## src/rtl/hazard_ctrl_if.sv

```systemverilog
// Hazard controller bus: pipeline-stage hazard inputs in, per-stage stall/flush
// controls plus status/performance counters out.
interface hazard_ctrl_if #(
  parameter int CNT_W = 32
);
  logic [4:0]       ID_rs1;
  logic [4:0]       ID_rs2;
  logic             ID_UseRs1;
  logic             ID_UseRs2;
  logic [4:0]       EX_rd;
  logic             EX_MemRead;
  logic             EX_PCSrc;
  logic             EX_MulDivStart;
  logic             MulDivDone;
  logic             MEM_MemReq;
  logic             MEM_MemReady;

  logic             PC_Stall;
  logic             IF_ID_Stall;
  logic             IF_ID_Flush;
  logic             ID_EX_Stall;
  logic             ID_EX_Flush;
  logic             EX_MEM_Stall;
  logic             EX_MEM_Flush;
  logic             MEM_WB_Flush;
  logic             MD_Busy;
  logic             MemTimeout;
  logic [CNT_W-1:0] StallCycles;
  logic [CNT_W-1:0] FlushCount;

  // Pipeline side: supplies hazard conditions, consumes controls.
  modport master (
    output ID_rs1, ID_rs2, ID_UseRs1, ID_UseRs2, EX_rd, EX_MemRead, EX_PCSrc,
           EX_MulDivStart, MulDivDone, MEM_MemReq, MEM_MemReady,
    input  PC_Stall, IF_ID_Stall, IF_ID_Flush, ID_EX_Stall, ID_EX_Flush,
           EX_MEM_Stall, EX_MEM_Flush, MEM_WB_Flush, MD_Busy, MemTimeout,
           StallCycles, FlushCount
  );

  // Controller side.
  modport slave (
    input  ID_rs1, ID_rs2, ID_UseRs1, ID_UseRs2, EX_rd, EX_MemRead, EX_PCSrc,
           EX_MulDivStart, MulDivDone, MEM_MemReq, MEM_MemReady,
    output PC_Stall, IF_ID_Stall, IF_ID_Flush, ID_EX_Stall, ID_EX_Flush,
           EX_MEM_Stall, EX_MEM_Flush, MEM_WB_Flush, MD_Busy, MemTimeout,
           StallCycles, FlushCount
  );
endinterface

```

## src/rtl/hazard_ctrl.sv

```systemverilog
// Stall/flush controller for the 5-stage core: load-use, branch redirect,
// multi-cycle mul/div occupancy and data-memory wait back-pressure.
module hazard_ctrl #(
  parameter int CNT_W       = 32,
  parameter int MEM_TIMEOUT = 64
) (
  input logic         clk,
  input logic         rst_n,
  hazard_ctrl_if.slave hz
);

  typedef enum logic {IDLE, MD_BUSY} md_state_e;

  localparam int                WAIT_W     = $clog2(MEM_TIMEOUT + 1);
  localparam logic [WAIT_W-1:0] WAIT_LIMIT = WAIT_W'(MEM_TIMEOUT);
  localparam logic [WAIT_W-1:0] WAIT_LAST  = WAIT_W'(MEM_TIMEOUT - 1);

  md_state_e        state, state_next;
  logic [WAIT_W-1:0] wait_cnt;
  logic              mem_timeout;
  logic [CNT_W-1:0]  stall_cycles;
  logic [CNT_W-1:0]  flush_count;

  logic memwait, lu, mdwait;
  logic pc_stall, if_id_stall, if_id_flush, id_ex_stall, id_ex_flush;
  logic ex_mem_stall, ex_mem_flush, mem_wb_flush;

  assign memwait = hz.MEM_MemReq & ~hz.MEM_MemReady;
  assign lu      = hz.EX_MemRead & (hz.EX_rd != 5'd0) &
                   ((hz.ID_UseRs1 & (hz.EX_rd == hz.ID_rs1)) |
                    (hz.ID_UseRs2 & (hz.EX_rd == hz.ID_rs2)));
  // A done pulse coincident with start (or while busy) releases EX this cycle.
  assign mdwait  = ((state == MD_BUSY) | ((state == IDLE) & hz.EX_MulDivStart)) &
                   ~hz.MulDivDone;

  // NOTE: every output gets a default before the priority chain, so no path
  // leaves a value unassigned and no latch is inferred.
  always_comb begin
    pc_stall     = 1'b0;
    if_id_stall  = 1'b0;
    if_id_flush  = 1'b0;
    id_ex_stall  = 1'b0;
    id_ex_flush  = 1'b0;
    ex_mem_stall = 1'b0;
    ex_mem_flush = 1'b0;
    mem_wb_flush = 1'b0;
    if (!rst_n) begin
      if_id_flush  = 1'b1;
      id_ex_flush  = 1'b1;
      ex_mem_flush = 1'b1;
      mem_wb_flush = 1'b1;
    end else if (memwait) begin
      pc_stall     = 1'b1;
      if_id_stall  = 1'b1;
      id_ex_stall  = 1'b1;
      ex_mem_stall = 1'b1;
      mem_wb_flush = 1'b1;
    end else if (mdwait) begin
      pc_stall     = 1'b1;
      if_id_stall  = 1'b1;
      id_ex_stall  = 1'b1;
      ex_mem_flush = 1'b1;
    end else if (hz.EX_PCSrc) begin
      // The redirect squashes the ID instruction, so any load-use is moot.
      if_id_flush  = 1'b1;
      id_ex_flush  = 1'b1;
    end else if (lu) begin
      pc_stall     = 1'b1;
      if_id_stall  = 1'b1;
      id_ex_flush  = 1'b1;
    end
  end

  always_comb begin
    state_next = state;
    unique case (state)
      IDLE:    if (hz.EX_MulDivStart & ~hz.MulDivDone & ~memwait) state_next = MD_BUSY;
      MD_BUSY: if (hz.MulDivDone) state_next = IDLE;
      default: state_next = IDLE;
    endcase
  end

  // NOTE: sequential state uses non-blocking assignments so every register
  // samples pre-edge values regardless of statement order.
  always_ff @(posedge clk) begin
    if (!rst_n) begin
      state        <= IDLE;
      wait_cnt     <= '0;
      mem_timeout  <= 1'b0;
      stall_cycles <= '0;
      flush_count  <= '0;
    end else begin
      state <= state_next;
      if (memwait) begin
        if (wait_cnt != WAIT_LIMIT) wait_cnt <= wait_cnt + 1'b1;
        // Set on the edge where the count reaches the limit.
        if (wait_cnt >= WAIT_LAST) mem_timeout <= 1'b1;
      end else begin
        wait_cnt <= '0;
      end
      if (pc_stall && !(&stall_cycles)) stall_cycles <= stall_cycles + 1'b1;
      if (if_id_flush && !(&flush_count)) flush_count <= flush_count + 1'b1;
    end
  end

  assign hz.PC_Stall     = pc_stall;
  assign hz.IF_ID_Stall  = if_id_stall;
  assign hz.IF_ID_Flush  = if_id_flush;
  assign hz.ID_EX_Stall  = id_ex_stall;
  assign hz.ID_EX_Flush  = id_ex_flush;
  assign hz.EX_MEM_Stall = ex_mem_stall;
  assign hz.EX_MEM_Flush = ex_mem_flush;
  assign hz.MEM_WB_Flush = mem_wb_flush;
  assign hz.MD_Busy      = rst_n & (state == MD_BUSY);
  assign hz.MemTimeout   = mem_timeout;
  assign hz.StallCycles  = stall_cycles;
  assign hz.FlushCount   = flush_count;

endmodule

```

## src/flat_wrapper.sv

```systemverilog
// flat-port wrapper written by rule: the top's interface ports become plain ports
module hazard_ctrl_flat 
#(
  parameter int CNT_W       = 32,
  parameter int MEM_TIMEOUT = 64
)
  (clk, rst_n, hz_ID_rs1, hz_ID_rs2, hz_ID_UseRs1, hz_ID_UseRs2, hz_EX_rd, hz_EX_MemRead, hz_EX_PCSrc, hz_EX_MulDivStart, hz_MulDivDone, hz_MEM_MemReq, hz_MEM_MemReady, hz_PC_Stall, hz_IF_ID_Stall, hz_IF_ID_Flush, hz_ID_EX_Stall, hz_ID_EX_Flush, hz_EX_MEM_Stall, hz_EX_MEM_Flush, hz_MEM_WB_Flush, hz_MD_Busy, hz_MemTimeout, hz_StallCycles, hz_FlushCount);
  hazard_ctrl_if #(.CNT_W(CNT_W)) hz_i ();
  input logic clk;
  input logic rst_n;
  input wire logic [$bits(hz_i.ID_rs1)-1:0] hz_ID_rs1;
  input wire logic [$bits(hz_i.ID_rs2)-1:0] hz_ID_rs2;
  input wire logic [$bits(hz_i.ID_UseRs1)-1:0] hz_ID_UseRs1;
  input wire logic [$bits(hz_i.ID_UseRs2)-1:0] hz_ID_UseRs2;
  input wire logic [$bits(hz_i.EX_rd)-1:0] hz_EX_rd;
  input wire logic [$bits(hz_i.EX_MemRead)-1:0] hz_EX_MemRead;
  input wire logic [$bits(hz_i.EX_PCSrc)-1:0] hz_EX_PCSrc;
  input wire logic [$bits(hz_i.EX_MulDivStart)-1:0] hz_EX_MulDivStart;
  input wire logic [$bits(hz_i.MulDivDone)-1:0] hz_MulDivDone;
  input wire logic [$bits(hz_i.MEM_MemReq)-1:0] hz_MEM_MemReq;
  input wire logic [$bits(hz_i.MEM_MemReady)-1:0] hz_MEM_MemReady;
  output wire logic [$bits(hz_i.PC_Stall)-1:0] hz_PC_Stall;
  output wire logic [$bits(hz_i.IF_ID_Stall)-1:0] hz_IF_ID_Stall;
  output wire logic [$bits(hz_i.IF_ID_Flush)-1:0] hz_IF_ID_Flush;
  output wire logic [$bits(hz_i.ID_EX_Stall)-1:0] hz_ID_EX_Stall;
  output wire logic [$bits(hz_i.ID_EX_Flush)-1:0] hz_ID_EX_Flush;
  output wire logic [$bits(hz_i.EX_MEM_Stall)-1:0] hz_EX_MEM_Stall;
  output wire logic [$bits(hz_i.EX_MEM_Flush)-1:0] hz_EX_MEM_Flush;
  output wire logic [$bits(hz_i.MEM_WB_Flush)-1:0] hz_MEM_WB_Flush;
  output wire logic [$bits(hz_i.MD_Busy)-1:0] hz_MD_Busy;
  output wire logic [$bits(hz_i.MemTimeout)-1:0] hz_MemTimeout;
  output wire logic [$bits(hz_i.StallCycles)-1:0] hz_StallCycles;
  output wire logic [$bits(hz_i.FlushCount)-1:0] hz_FlushCount;
  assign hz_i.ID_rs1 = hz_ID_rs1;
  assign hz_i.ID_rs2 = hz_ID_rs2;
  assign hz_i.ID_UseRs1 = hz_ID_UseRs1;
  assign hz_i.ID_UseRs2 = hz_ID_UseRs2;
  assign hz_i.EX_rd = hz_EX_rd;
  assign hz_i.EX_MemRead = hz_EX_MemRead;
  assign hz_i.EX_PCSrc = hz_EX_PCSrc;
  assign hz_i.EX_MulDivStart = hz_EX_MulDivStart;
  assign hz_i.MulDivDone = hz_MulDivDone;
  assign hz_i.MEM_MemReq = hz_MEM_MemReq;
  assign hz_i.MEM_MemReady = hz_MEM_MemReady;
  assign hz_PC_Stall = hz_i.PC_Stall;
  assign hz_IF_ID_Stall = hz_i.IF_ID_Stall;
  assign hz_IF_ID_Flush = hz_i.IF_ID_Flush;
  assign hz_ID_EX_Stall = hz_i.ID_EX_Stall;
  assign hz_ID_EX_Flush = hz_i.ID_EX_Flush;
  assign hz_EX_MEM_Stall = hz_i.EX_MEM_Stall;
  assign hz_EX_MEM_Flush = hz_i.EX_MEM_Flush;
  assign hz_MEM_WB_Flush = hz_i.MEM_WB_Flush;
  assign hz_MD_Busy = hz_i.MD_Busy;
  assign hz_MemTimeout = hz_i.MemTimeout;
  assign hz_StallCycles = hz_i.StallCycles;
  assign hz_FlushCount = hz_i.FlushCount;
  hazard_ctrl #(.CNT_W(CNT_W), .MEM_TIMEOUT(MEM_TIMEOUT)) u_core (.clk(clk), .rst_n(rst_n), .hz(hz_i));
endmodule
```

## config.mk

```make
export PLATFORM = sky130hd
export DESIGN_NAME = hazard_ctrl_flat
export DESIGN_NICKNAME = d
export VERILOG_FILES = /design/src/rtl/hazard_ctrl_if.sv /design/src/rtl/hazard_ctrl.sv /design/src/flat_wrapper.sv
export SDC_FILE = /design/constraint.sdc
export NUM_CORES = 1
export LEC_CHECK = 0
export ABC_CLOCK_PERIOD_IN_PS = 4170
export BUFFER_PORTS_ARGS = -buffer_cell sky130_fd_sc_hd__buf_2
export CAP_MARGIN = 20
export CORE_MARGIN = 8
export CORE_UTILIZATION = 40
export CTS_CLUSTER_DIAMETER = 60
export DETAILED_ROUTE_END_ITERATION = 6
export SLEW_MARGIN = 20
export SYNTH_ARGS = -nofsm -noshare
export SYNTH_HDL_FRONTEND = slang
export SYNTH_SLANG_ARGS = --single-unit
```

## constraint.sdc

```tcl
create_clock -name clk -period 4.17 [get_ports clk]
set_input_delay 0.834 -clock clk [delete_from_list [all_inputs] [get_ports clk]]
set_output_delay 0.834 -clock clk [all_outputs]
set_load 0.005 [all_outputs]
```

After elaboration in Yosys (flattened, before gate mapping)
Index checks and enable logic that the tools add are counted.
- reduce and logical (&&, ||, !) cells: 9
- $mul: 0
- divide/modulo/power cells: 0
- bitwise operators: 16
- $add $sub $neg: 3
- $lt $le $gt $ge: 1
- equal/unequal tests: 3
- shift operators: 0
- multiplexer cells: 24
- operators by type and width (cell ; number):
    $add A32 B1 Y32 const B ; 2
    $reduce_and A32 Y1 ; 2
    $mux W1 ; 23
    $and A1 B1 Y1 ; 10
    $eq A5 B5 Y1 ; 2
    $add A7 B1 Y7 const B ; 1
    $ge A7 B6 Y1 const B ; 1
    $ne A7 B7 Y1 const B ; 1
    $reduce_bool A5 Y1 ; 1
    $not A1 Y1 ; 4
    $reduce_and A2 Y1 ; 2
    $logic_and A1 B1 Y1 ; 2
    $logic_not A1 Y1 ; 2
    $or A1 B1 Y1 ; 2
    $pmux W1 S2 ; 1
- ROM bits: 0
- latch bits: 0
- bits in registers: 73
- output and inout bits: 74
- RAM bits: 0
- word-level logic and storage cells: 61
- memories: 0

Logic depth before layout (Yosys ltp)
Gate-level depths: netlist (run 1).
- word-level depth: 10
- depth in mapped cells: 10
- depth with buffers taken out: 7

Least setup slack after synthesis (run 1)
OpenSTA, ideal clock, no wires.
- path kind: input port to output port
- start point: in hz_EX_rd[0]
- end point: out hz_PC_Stall
- stages on the path: 5
- arrival time: 1948 ps
- data required time: 3336 ps
- slack: 1388 ps
- path through: or4_1 -> o21ai_0 -> a21oi_2 -> and2_1 -> buf_4
- longest elaborated chain between the ends: 9
- elaborated cells between the ends (all ways): 13
- those cells by class: eq/ne: 2; mux: 5; bitwise: 5; reduce/logical: 1
- RTL lines (what ; line ; text):
    start: declaration ; flat_wrapper.sv:15 ; input wire logic [$bits(hz_i.EX_rd)-1:0] hz_EX_rd;
    $eq A5 B5 Y1 (on tied branches) ; hazard_ctrl.sv:30, hazard_ctrl.sv:31 ;
    $and A1 B1 Y1 (on tied branches) ; hazard_ctrl.sv:30, hazard_ctrl.sv:31 ;
    $or A1 B1 Y1 ; hazard_ctrl.sv:30 ; ((hz.ID_UseRs1 & (hz.EX_rd == hz.ID_rs1)) |
    $and A1 B1 Y1 (*) ; hazard_ctrl.sv:29 ; assign lu = hz.EX_MemRead & (hz.EX_rd != 5'd0) &
    $mux W1 (*) (5 in series) ; -- ;
    end: declaration ; flat_wrapper.sv:22 ; output wire logic [$bits(hz_i.PC_Stall)-1:0] hz_PC_Stall;
Every way passes the cells marked *; elsewhere a longest branch is shown, timed or not.

Final worst setup path (run 1)
- start point: in rst_n
- end point: out hz_PC_Stall
- longest elaborated chain between the ends: 1
- RTL lines (what ; line ; text):
    start: declaration ; flat_wrapper.sv:10 ; input logic rst_n;
    $mux W1 ; hazard_ctrl.sv:47 ; if (!rst_n) begin
Every way passes these cells.

==> summary.txt, run 1 <==
STA
  – Max_slew headroom: 34.9%
  – Setup violators final: 0
  – Measured slew at the worst slew-check pin: approximately 970 ps
  – Fmax: 316 MHz
  – Setup TNS Final: 0 ps
  – Final setup margin: 1000 ps
  – Min Tclk post-route: 3170 ps
  – Clock skew: 10.2 ps
  – Fin. Hold Viols: 0
  – Period utilisation layout: 75.9%
  – RSZ-0062 raised after global routing: no
  – Fin. max-slew vios: 0

Detailed routing
  – Post-route ant nets: 0
  – Final WL: approximately 9.9 mm
  – Via count: 3600
  – Via-to-Cell Ratio: approximately 5.6
  – DR WL/cell: 15.3 microns
  – Pre-Repair DR Iteration Count: 4
  – Iteration-0 DRC Markers: 138
  – DR DRC count: 0

Outcome
  – Status: completed

Yosys
  – Synth cell types: 52
  – Ranking of synthesized cells by area: dfxtp_1, xor2_1, nand4_1, nand3_1, nor2_1
  – Asr flop ratio synth: 0%
  – YS warnings: 0
  – Post-synthesis sequential area ratio: 38.9%
  – Syn_nets: between 400 and 500
  – Most numerous cell in the Yosys netlist: dfxtp_1
  – Synthesized area: 0.00375 sq mm
  – FF+latch count, synth: 73
  – Primary FF master, synth: dfxtp_1
  – Yosys top cell area share: 38.9%
  – Post-synth top cells: dfxtp_1, nor2_1, nand2_1, nand3_1, a21oi_1
  – Post-synth top area cell: dfxtp_1
  – EDFF count, synth: 0
  – Synth Instances: 442
  – Synthesized area per cell: ~8.5 sq um

Power
  – Worst VDD drop: 0.000131 V
  – Total power: 1.32 mW
  – Sequential power share: 53.4%
  – Clock network power share: 40.4%
  – Internal Power: 983 uW
  – Comb pwr share: around 6.2%
  – PD cells: between 200 and 300 mW/mm^2
  – Leakage: 1.75 nW
  – Switching part of the total: ~26%
  – Psw: 340 uW

Clock tree
  – Post-CTS Resized: 0
  – Clock root cell: clkbuf_8
  – Clock Tree Buf Depth: 2
  – CTS Buf Count: 9
  – H-tree depth: 3
  – TritonCTS clock tree: done
  – Hold buffer count at cts: 0
  – Worst-path clk slew: 80 ps
  – Post-CTS Setup Bufs: 0
  – # clock sinks: 73
  – Clk_lat worst skew: 350 ps

Finish
  – Non-Filler Instances: 648
  – Fillers: just over 900
  – Layout cells sized above 1: 23.6%
  – # diodes: 0
  – Area growth, synth to finish: 19.5%
  – Final nets: 561

Critical path
  – Top delay family on crit path: buffers and inverters
  – Reg2Reg Setup Slack: 1660 ps
  – CP Cell Sequence: buf_2 > inv_2 > a31oi_4 > inv_2 > a21oi_2 > and2_1 > buf_2
  – Slowest stage delay, CP: 350 ps
  – Critical path launch point type: input port
  – Arrival time at the worst endpoint: about 2300 ps
  – Element type at the critical path end: output port
  – Bufs and invs on worst path: 4
  – Crit Path Class: input port to output port
  – CP required: 3340 ps
  – Slowest CP cell: buf_2
  – Worst Path Max Fanout: 24

Placed design
  – RD Place Congestion: ~0.77
  – Port Buf Inserts: 98
  – HPWL after DPL: 7.38 mm
  – Worst slack, placed: 954 ps
  – Dpl cells: 632

Global route
  – First-pass GRT wire length: 16.7 mm
  – Total GRT Usage: 15.6%
  – Vias in the first global route: 3470
  – Maximum number of pins on one net before global-route repair: 58
  – Grt ovf: 0
  – Initial antenna violation count: 0

Min path
  – Hold Crit Class: register to register

Run
  – Max Cap Viol: 0

Die
  – Die ar.: 0.0127 sq mm
  – Io pins: 99
  – Num rows: 35
  – Die H: 113 microns
  – Placeable Area: 0.00915 sq mm
  – Die width: between 100 and 150 microns
  – Starting Density: 41.0%
-- cells in the final DEF (no fill, tap or decap), types with 10 or more instances in the layout --
cell type,instances
o31ai_1,15
buf_2,98
and3_1,10
nor2_1,41
nand3_1,32
dfxtp_1,73
o21ai_0,14
nand2_1,33
xor2_1,24
or4_1,14
clkbuf_8,11
or3_1,12
a21oi_1,27
xnor2_1,17
nand4_1,26
-- cells by family (layout without fill, tap and decap cells) --
family | count (synthesis) | count (layout) | synth area share, %
compound gates | 84 | 84 | 14.8
xor+xnor | 41 | 41 | 9.57
fa+ha+maj | 4 | 4 | 1.33
buf+inv | 29 | 124 | 3.50
flops | 73 | 73 | 38.9
mux | 2 | 2 | 0.534
simple gates | 209 | 209 | 31.3
-- per-stage QoR --
| step | instance area [sq um] | hold slack (ps) | util, % |
|---|---|---|---|
| 3_5_place_dp | 4300 | 464 | 46.9 |
| 4_1_cts | 4490 | 484 | 49.0 |
| 3_3_place_gp | 4300 | 446 | 46.9 |
| 6_report | 4490 | 476 | 49.0 |
| 5_1_grt | 4490 | 501 | 49.0 |
| 2_1_floorplan | 3750 | 464 | - |
-- layer usage --
layer / vias up / wire (microns) / track usage (%)
met5: - / 0 / 0
met4: 0 / 110 / 5.06
met3: 13 / 708 / 4.53
met2: 96 / 4550 / 25.7
met1: 1671 / 4550 / 19.2
li1: 1820 / - / -
-- sequential cells by signal, summed over array words and instances, names as in the netlist --
register / flops
u_core.hz.StallCycles: 32
u_core.hz.MemTimeout: 1
u_core.state: 1
u_core.wait_cnt: 7
u_core.hz.FlushCount: 32
-- worst paths after layout --
kind / startpoint / end / cells after the start
setup reg to reg: u_core.hz.FlushCount[18] / u_core.hz.FlushCount[4] / 6
hold reg to reg: u_core.hz.MemTimeout / u_core.hz.MemTimeout / 1
setup / recovery: rst_n / hz_PC_Stall / 7
hold / removal: u_core.hz.MemTimeout / u_core.hz.MemTimeout / 1
-- area by class of cell --
class | instances | area (sq um) | share of cell area, %
clock buffers | 11 | 151 | 3.38
clock inverters | 5 | 38.8 | 0.865
inverters | 8 | 30.0 | 0.669
multi-input cells | 340 | 2160 | 48.1
flip-flops and latches | 73 | 1460 | 32.6
well taps | 111 | 139 | 3.10
repair buffers | 100 | 505 | 11.3
-- power groups by stage --
stage	sequential, mW	combinational (mW)	clock (mW)
global route	0.707	0.0921	0.576
floorplan	0.722	0.0492	0
finish	0.706	0.0819	0.535
CTS	0.706	0.0835	0.546
global placement	0.722	0.0813	0
detailed placement	0.723	0.0832	0
Note: power is estimated with default switching activity, not from simulation.
==> inputs of run 2 (changes only) <==
- ABC_AREA: unset -> 1
- ABC_CLOCK_PERIOD_IN_PS: 4170 -> 3230
- clock period: 4.17 -> 3.23 ns (I/O delays scaled with it)
==> run 2 against run 1 <==
  * Total power rose by 52%
  * Critical path depth increased by 1
  * Global-route usage rose by 3.2 points
  * First-iteration DRC count grew 88%
  * Setup slack got worse by 270 ps
  * Area after synthesis up 24%
  * Count of clock-buffer cells in the layout shrank 1
  * Flip-flop and latch count unchanged
  * Worst hold slack got worse by 11 ps
  * Cell count rose by 56%
  * Via count grew 42%
==> summary.txt, run 2 <==
Outcome
  – Status: completed (unchanged)

Die
  – Placeable Area: 0.0114 sq mm (was 0.00915 sq mm)
  – Die width: 124 microns (was 113 microns)
  – Die H: 124 microns (was 113 microns)
  – Die ar.: 0.0154 sq mm (was 0.0127 sq mm)
  – Num rows: 39 (was 35)
  – Io pins: 99 (unchanged)
  – Starting Density: 40.9% (was 41.0%)

Yosys
  – EDFF count, synth: 0 (unchanged)
  – YS warnings: 0 (unchanged)
  – Asr flop ratio synth: 0% (unchanged)
  – FF+latch count, synth: 73 (unchanged)
  – Ranking of synthesized cells by area: dfxtp_1, nand2_1, nor2_1, inv_1, a21oi_1 (was dfxtp_1, xor2_1, nand4_1, nand3_1, nor2_1)
  – Primary FF master, synth: dfxtp_1 (unchanged)
  – Post-synth top cells: nand2_1, nor2_1, dfxtp_1, inv_1, a21oi_1 (was dfxtp_1, nor2_1, nand2_1, nand3_1, a21oi_1)
  – Synth Instances: 768 (was 442)
  – Syn_nets: 797 (was 471)
  – Most numerous cell in the Yosys netlist: nand2_1 (was dfxtp_1)
  – Synth cell types: 29 (was 52)
  – Synthesized area per cell: 6.08 sq um (was 8.49 sq um)
  – Post-synth top area cell: dfxtp_1 (unchanged)
  – Synthesized area: 0.00467 sq mm (was 0.00375 sq mm)
  – Post-synthesis sequential area ratio: 31.3% (was 38.9%)
  – Yosys top cell area share: 31.3% (was 38.9%)

Critical path
  – Crit Path Class: input port to output port (unchanged)
  – Slowest CP cell: a21oi_1 (was buf_2)
  – Arrival time at the worst endpoint: 1850 ps (was 2330 ps)
  – Critical path launch point type: input port (unchanged)
  – Top delay family on crit path: simple AND/OR/NAND/NOR gates (was buffers and inverters)
  – Worst Path Max Fanout: 5 (was 24)
  – CP Cell Sequence: buf_2 > nor2_1 > inv_1 > and2_1 > nand2_1 > nand2_1 > a21oi_1 > buf_2 (was buf_2 > inv_2 > a31oi_4 > inv_2 > a21oi_2 > and2_1 > buf_2)
  – Bufs and invs on worst path: 3 (was 4)
  – CP required: 2580 ps (was 3340 ps)
  – Element type at the critical path end: output port (unchanged)
  – Slowest stage delay, CP: 290 ps (was 350 ps)

STA
  – Setup TNS Final: 0 ps (unchanged)
  – Min Tclk post-route: 2500 ps
  – Fin. max-slew vios: 0 (unchanged)
  – Period utilisation layout: between 70% and 80%
  – Hold slack: 465 ps (was 476 ps)
  – RSZ-0062 raised after global routing: no (unchanged)
  – Fin. Hold Viols: 0 (unchanged)
  – Clock skew: 8.59 ps (was 10.2 ps)
  – Measured slew at the worst slew-check pin: 721 ps (was 967 ps)
  – Setup violators final: 0 (unchanged)
  – Max_slew headroom: 51.9% (was 34.9%)
  – Fmax: 401 MHz

Placed design
  – Dpl cells: 993 (was 632)
  – RD Place Congestion: 0.857 (was 0.769)
  – Post-DP Area: 0.00527 sq mm (was 0.00430 sq mm)
  – Port Buf Inserts: 98 (unchanged)
  – HPWL after DPL: 10.7 mm (was 7.38 mm)

Clock tree
  – Post-CTS Resized: 0 (unchanged)
  – Hold buffer count at cts: 0 (unchanged)
  – H-tree depth: 3 (unchanged)
  – Worst-path clk slew: 60 ps (was 80 ps)
  – Clock Tree Buf Depth: 2 (unchanged)
  – # clock sinks: 73 (unchanged)
  – CTS Buf Count: 9 (unchanged)
  – Clk_lat worst skew: 340 ps (was 350 ps)
  – TritonCTS clock tree: done (unchanged)
  – Post-CTS Setup Bufs: 0 (unchanged)
  – Clock root cell: clkbuf_16 (was clkbuf_8)

Global route
  – Initial antenna violation count: 0 (unchanged)
  – Total GRT Usage: 18.9% (was 15.6%)
  – Vias in the first global route: 4761 (was 3470)
  – Grt ovf: 0 (unchanged)
  – First-pass GRT wire length: 23.3 mm (was 16.7 mm)
  – Maximum number of pins on one net before global-route repair: 35 (was 58)

Detailed routing
  – Pre-Repair DR Iteration Count: 4 (unchanged)
  – DR WL/cell: 14.0 microns (was 15.3 microns)
  – Iteration-0 DRC Markers: 259 (was 138)
  – Post-route ant nets: 0 (unchanged)
  – Via-to-Cell Ratio: 5.06 (was 5.56)
  – Via count: 5099 (was 3600)
  – Final WL: 14.1 mm (was 9.92 mm)
  – DR DRC count: 0 (unchanged)

Power
  – Worst VDD drop: 0.000278 V (was 0.000131 V)
  – PD cells: 363 mW/mm^2 (was 295 mW/mm^2)
  – Leakage: 2.33 nW (was 1.75 nW)

Finish
  – Most frequent cells in the layout: nand2_1, nor2_1, buf_2 (was buf_2, dfxtp_1, nor2_1)
  – Final Instance Area: 0.00554 sq mm (was 0.00449 sq mm)
  – Most common cell after layout, fill and taps aside: nand2_1 (was buf_2)
  – # diodes: 0 (unchanged)
  – Layout cells sized above 1: 15.1% (was 23.6%)
  – Non-Filler Instances: 1008 (was 648)
  – Final nets: 890 (was 561)
  – Area growth, synth to finish: 18.6% (was 19.5%)
  – Final Util: 48.5% (was 49.0%)

Min path
  – Hold Crit Class: register to register (unchanged)

Run
  – Max Cap Viol: 0 (unchanged)
## run 2: logic make-up (layout without fill, tap and decap cells)
kind of cell / after synthesis / after routing / share of synthesized area, %
AO/OA/AOI/OAI: 66 / 66 / 7.18
flip-flops: 73 / 73 / 31.3
XOR/XNOR: 31 / 31 / 5.81
buffers and inverters: 98 / 195 / 8.73
AND/OR/NAND/NOR: 496 / 496 / 45.9
adder cells (fa/ha/maj): 4 / 4 / 1.07
## run 2: final cells by class
cell class	count	area (sq um)
clock buffers	10	239
clock inverters	5	32.5
fillers	1253	5880
inverters	75	282
multi-input cells	597	2800
flip-flops and latches	73	1460
well taps	143	179
repair buffers	105	543
## run 2: through the flow
| stage | worst slack, ps | total power, mW |
|---|---|---|
| detailed placement | 730 | 1.09 |
| global placement | 783 | 1.09 |
| finish | 734 | 2.01 |
| global route | 605 | 2.10 |
| floorplan | 1040 | 1.03 |
| CTS | 731 | 2.03 |
## run 2: final timing paths
kind	startpoint	endpoint	slack, ps	cells after the start
worst min register to register	u_core.hz.MemTimeout	u_core.hz.MemTimeout	470	2
worst max register to register	u_core.hz.StallCycles[0]	u_core.hz.StallCycles[0]	910	10
worst max-delay path	hz_MEM_MemReady	hz_IF_ID_Stall	730	8
worst min-delay path	u_core.hz.MemTimeout	u_core.hz.MemTimeout	470	2
## run 2: routing by layer
layer / GRT usage, % / routed length [microns] / vias to the layer above
met4: 6.77 / 197 / 0
met2: 31.0 / 6590 / 120
met1: 23.7 / 6450 / 2327
met5: 0 / 0 / -
met3: 4.17 / 887 / 14
li1: - / - / 2638
## run 2: power breakdown
group	switching [mW]	leakage, nW	total [mW]	internal (mW)
Combinational	0.106	1.61	0.153	0.0467
Sequential	0.00907	0.589	0.916	0.907
Clock	0.405	0.126	0.939	0.534
Total	0.520	2.33	2.01	1.49
## run 2: tightest hold or removal path, stage by stage (launching register included)
cell     delay (ps)
dfxtp_1         330
nand2_1          50
o21ai_0          60
==> inputs of run 3 (changes only) <==
- ABC_CLOCK_PERIOD_IN_PS: 3230 -> 2600
- clock period: 3.23 -> 2.6 ns (I/O delays scaled with it)
==> run 3 against run 2 <==
  * Clock skew about the same
  * Core utilization is 0.55 points higher
  * Routed wire length rose by 0.18%
  * Worst hold slack worse by 3.8 ps
  * First-iteration DRC count is 29% higher
  * Setup slack worse by 290 ps
  * Sequential share of layout area fell by 0.29 points
  * Register-to-register slack lost 380 ps
  * Count of clock-buffer cells in the layout did not move
  * Largest cell class unchanged
==> summary.txt, run 3 (same netlist as run 2, synthesis figures left out) <==
Outcome
  – Status: completed (unchanged)

Detailed routing
  – Pre-Repair DR Iteration Count: 4 (unchanged)
  – Iteration-0 DRC Markers: 335 (was 259)
  – DR WL/cell: 14.0 microns (about the same)
  – Via-to-Cell Ratio: 5.07 (was 5.06)
  – Via count: 5128 (was 5099)
  – DR DRC count: 0 (unchanged)
  – Final WL: 14.1 mm (about the same)
  – Post-route ant nets: 0 (unchanged)

Finish
  – Most frequent cells in the layout: nand2_1, nor2_1, buf_2 (unchanged)
  – Final nets: 892 (was 890)
  – # diodes: 0 (unchanged)
  – Most common cell after layout, fill and taps aside: nand2_1 (unchanged)
  – Layout cells sized above 1: 15.4% (was 15.1%)
  – Area growth, synth to finish: 19.9% (was 18.6%)

Placed design
  – Port Buf Inserts: 98 (unchanged)
  – RD Place Congestion: 0.888 (was 0.857)
  – HPWL after DPL: 10.7 mm (about the same)

Die
  – Io pins: 99 (unchanged)
  – Die width: 124 microns (unchanged)
  – Starting Density: 40.9% (unchanged)
  – Placeable Area: 0.0114 sq mm (unchanged)
  – Die H: 124 microns (unchanged)
  – Num rows: 39 (unchanged)
  – Die ar.: 0.0154 sq mm (unchanged)

Clock tree
  – Clock root cell: clkbuf_16 (unchanged)
  – Post-CTS Setup Bufs: 0 (unchanged)
  – Worst-path clk slew: 60 ps (about the same)
  – Post-CTS Resized: 0 (unchanged)
  – # clock sinks: 73 (unchanged)
  – H-tree depth: 3 (unchanged)
  – Hold buffer count at cts: 0 (unchanged)
  – Clock Tree Buf Depth: 2 (unchanged)
  – CTS Buf Count: 9 (unchanged)
  – TritonCTS clock tree: done (unchanged)
  – Clk_lat worst skew: 340 ps (about the same)

Critical path
  – CP most frequent cell: nand2_1
  – Worst Path Max Fanout: 5 (unchanged)
  – Critical path launch point type: register (was input port)
  – CP required: 2080 ps (was 2580 ps)
  – Element type at the critical path end: output port (unchanged)
  – Slowest stage delay, CP: 340 ps (was 290 ps)
  – Crit Path Class: register to output port (was input port to output port)
  – Arrival time at the worst endpoint: 1630 ps (was 1850 ps)
  – CP Cell Sequence: o21ai_2 > and2_1 > nand2_1 > nand2_1 > inv_2 > nand2_1 > buf_2 (was buf_2 > nor2_1 > inv_1 > and2_1 > nand2_1 > nand2_1 > a21oi_1 > buf_2)
  – Slowest CP cell: dfxtp_1 (was a21oi_1)

Power
  – PD cells: 465 mW/mm^2 (was 363 mW/mm^2)
  – Comb pwr share: 7.4% (was 7.6%)
  – Sequential power share: 43.7% (was 45.6%)
  – Psw: 647 uW (was 520 uW)
  – Switching part of the total: 24.9% (was 25.9%)
  – Clock network power share: 48.9% (was 46.8%)
  – Worst VDD drop: 0.000270 V (was 0.000278 V)
  – Internal Power: 1.96 mW (was 1.49 mW)
  – Leakage: 2.35 nW (was 2.33 nW)

STA
  – Setup violators final: 0 (unchanged)
  – Max_slew headroom: 62.4% (was 51.9%)
  – Min Tclk post-route: 2150 ps
  – Measured slew at the worst slew-check pin: 564 ps (was 721 ps)
  – Fin. max-slew vios: 0 (unchanged)
  – Hold slack: 462 ps (was 465 ps)
  – Fmax: 464 MHz
  – Clock skew: 8.77 ps (was 8.59 ps)
  – RSZ-0062 raised after global routing: no (unchanged)
  – Period utilisation layout: 82.9%
  – Setup TNS Final: 0 ps (unchanged)
  – Fin. Hold Viols: 0 (unchanged)

Global route
  – Grt ovf: 0 (unchanged)
  – First-pass GRT wire length: 23.3 mm (about the same)
  – GR Util met2: 31.6% (was 31.0%)
  – Maximum number of pins on one net before global-route repair: 50 (was 35)
  – Met1 global-route usage: 23.9% (was 23.7%)
  – Total GRT Usage: 18.8% (was 18.9%)
  – Top Usage Layer GRT: met2 (unchanged)
  – Vias in the first global route: 4894 (was 4761)
  – Routing usage on met3: 3.04% (was 4.17%)
  – Initial antenna violation count: 0 (unchanged)

Min path
  – Hold Crit Class: register to register (unchanged)

Run
  – Max Cap Viol: 0 (unchanged)
run 3: changes by cell type in the layout (fill, tap and decap cells not counted):
cell and change:
bufinv_16 +1, buf_12 +1, clkinvlp_4 +2, buf_4 +1
clkinv_2 -2
run 3: layer usage:
metal | up-vias | wire [microns] | part of all wire, %
li1 | 2645 | - | -
met1 | 2344 | 6480 | 46
met2 | 124 | 6650 | 47
met3 | 15 | 793 | 5.6
met4 | 0 | 222 | 1.6
met5 | - | 0 | 0
run 3: cell type report:
class                      count  area, sq um
clock buffer                  10          239
sequential                    73         1460
fill                        1241         5820
inverter                      75          282
timing repair buffer         107          571
multi-input combinational    597         2800
tap                          143          179
clock inverter                 6         67.6
run 3: final timing paths:
path	startpoint	to	slack, ps	depth (start not counted)
worst min-delay path	u_core.hz.MemTimeout	u_core.hz.MemTimeout	460	2
worst max-delay path	u_core.state	hz_ID_EX_Flush	450	7
worst max register to register	u_core.hz.FlushCount[25]	u_core.hz.FlushCount[24]	530	10
worst min register to register	u_core.hz.MemTimeout	u_core.hz.MemTimeout	460	2
run 3: power groups by stage:
stage          Clock (mW)  Sequential, mW  Combinational [mW]
2_1_floorplan           0            1.16               0.122
3_3_place_gp            0            1.16               0.190
3_5_place_dp            0            1.16               0.193
4_1_cts              1.30            1.14               0.193
5_1_grt              1.34            1.14               0.216
6_report             1.27            1.14               0.193
run 3: worst max-delay path, delay by kind of cell (launching register included):
family / cells / cell delay (ps)
compound gates: 1 / 150
buf+inv: 2 / 180
flops: 1 / 340
simple gates: 4 / 620
run 3: per-stage QoR:
step / worst slack (ps) / power, mW / util (%) / std cells / cell area, sq um
after floorplan: 660 / 1.28 / - / 768 / 4670
after global placement: 476 / 1.35 / 46.4 / 995 / 5290
after detailed placement: 405 / 1.36 / 46.4 / 995 / 5290
after CTS: 431 / 2.63 / 49.0 / 1011 / 5600
after global routing: 311 / 2.70 / 49.0 / 1011 / 5600
final: 445 / 2.60 / 49.0 / 1011 / 5600
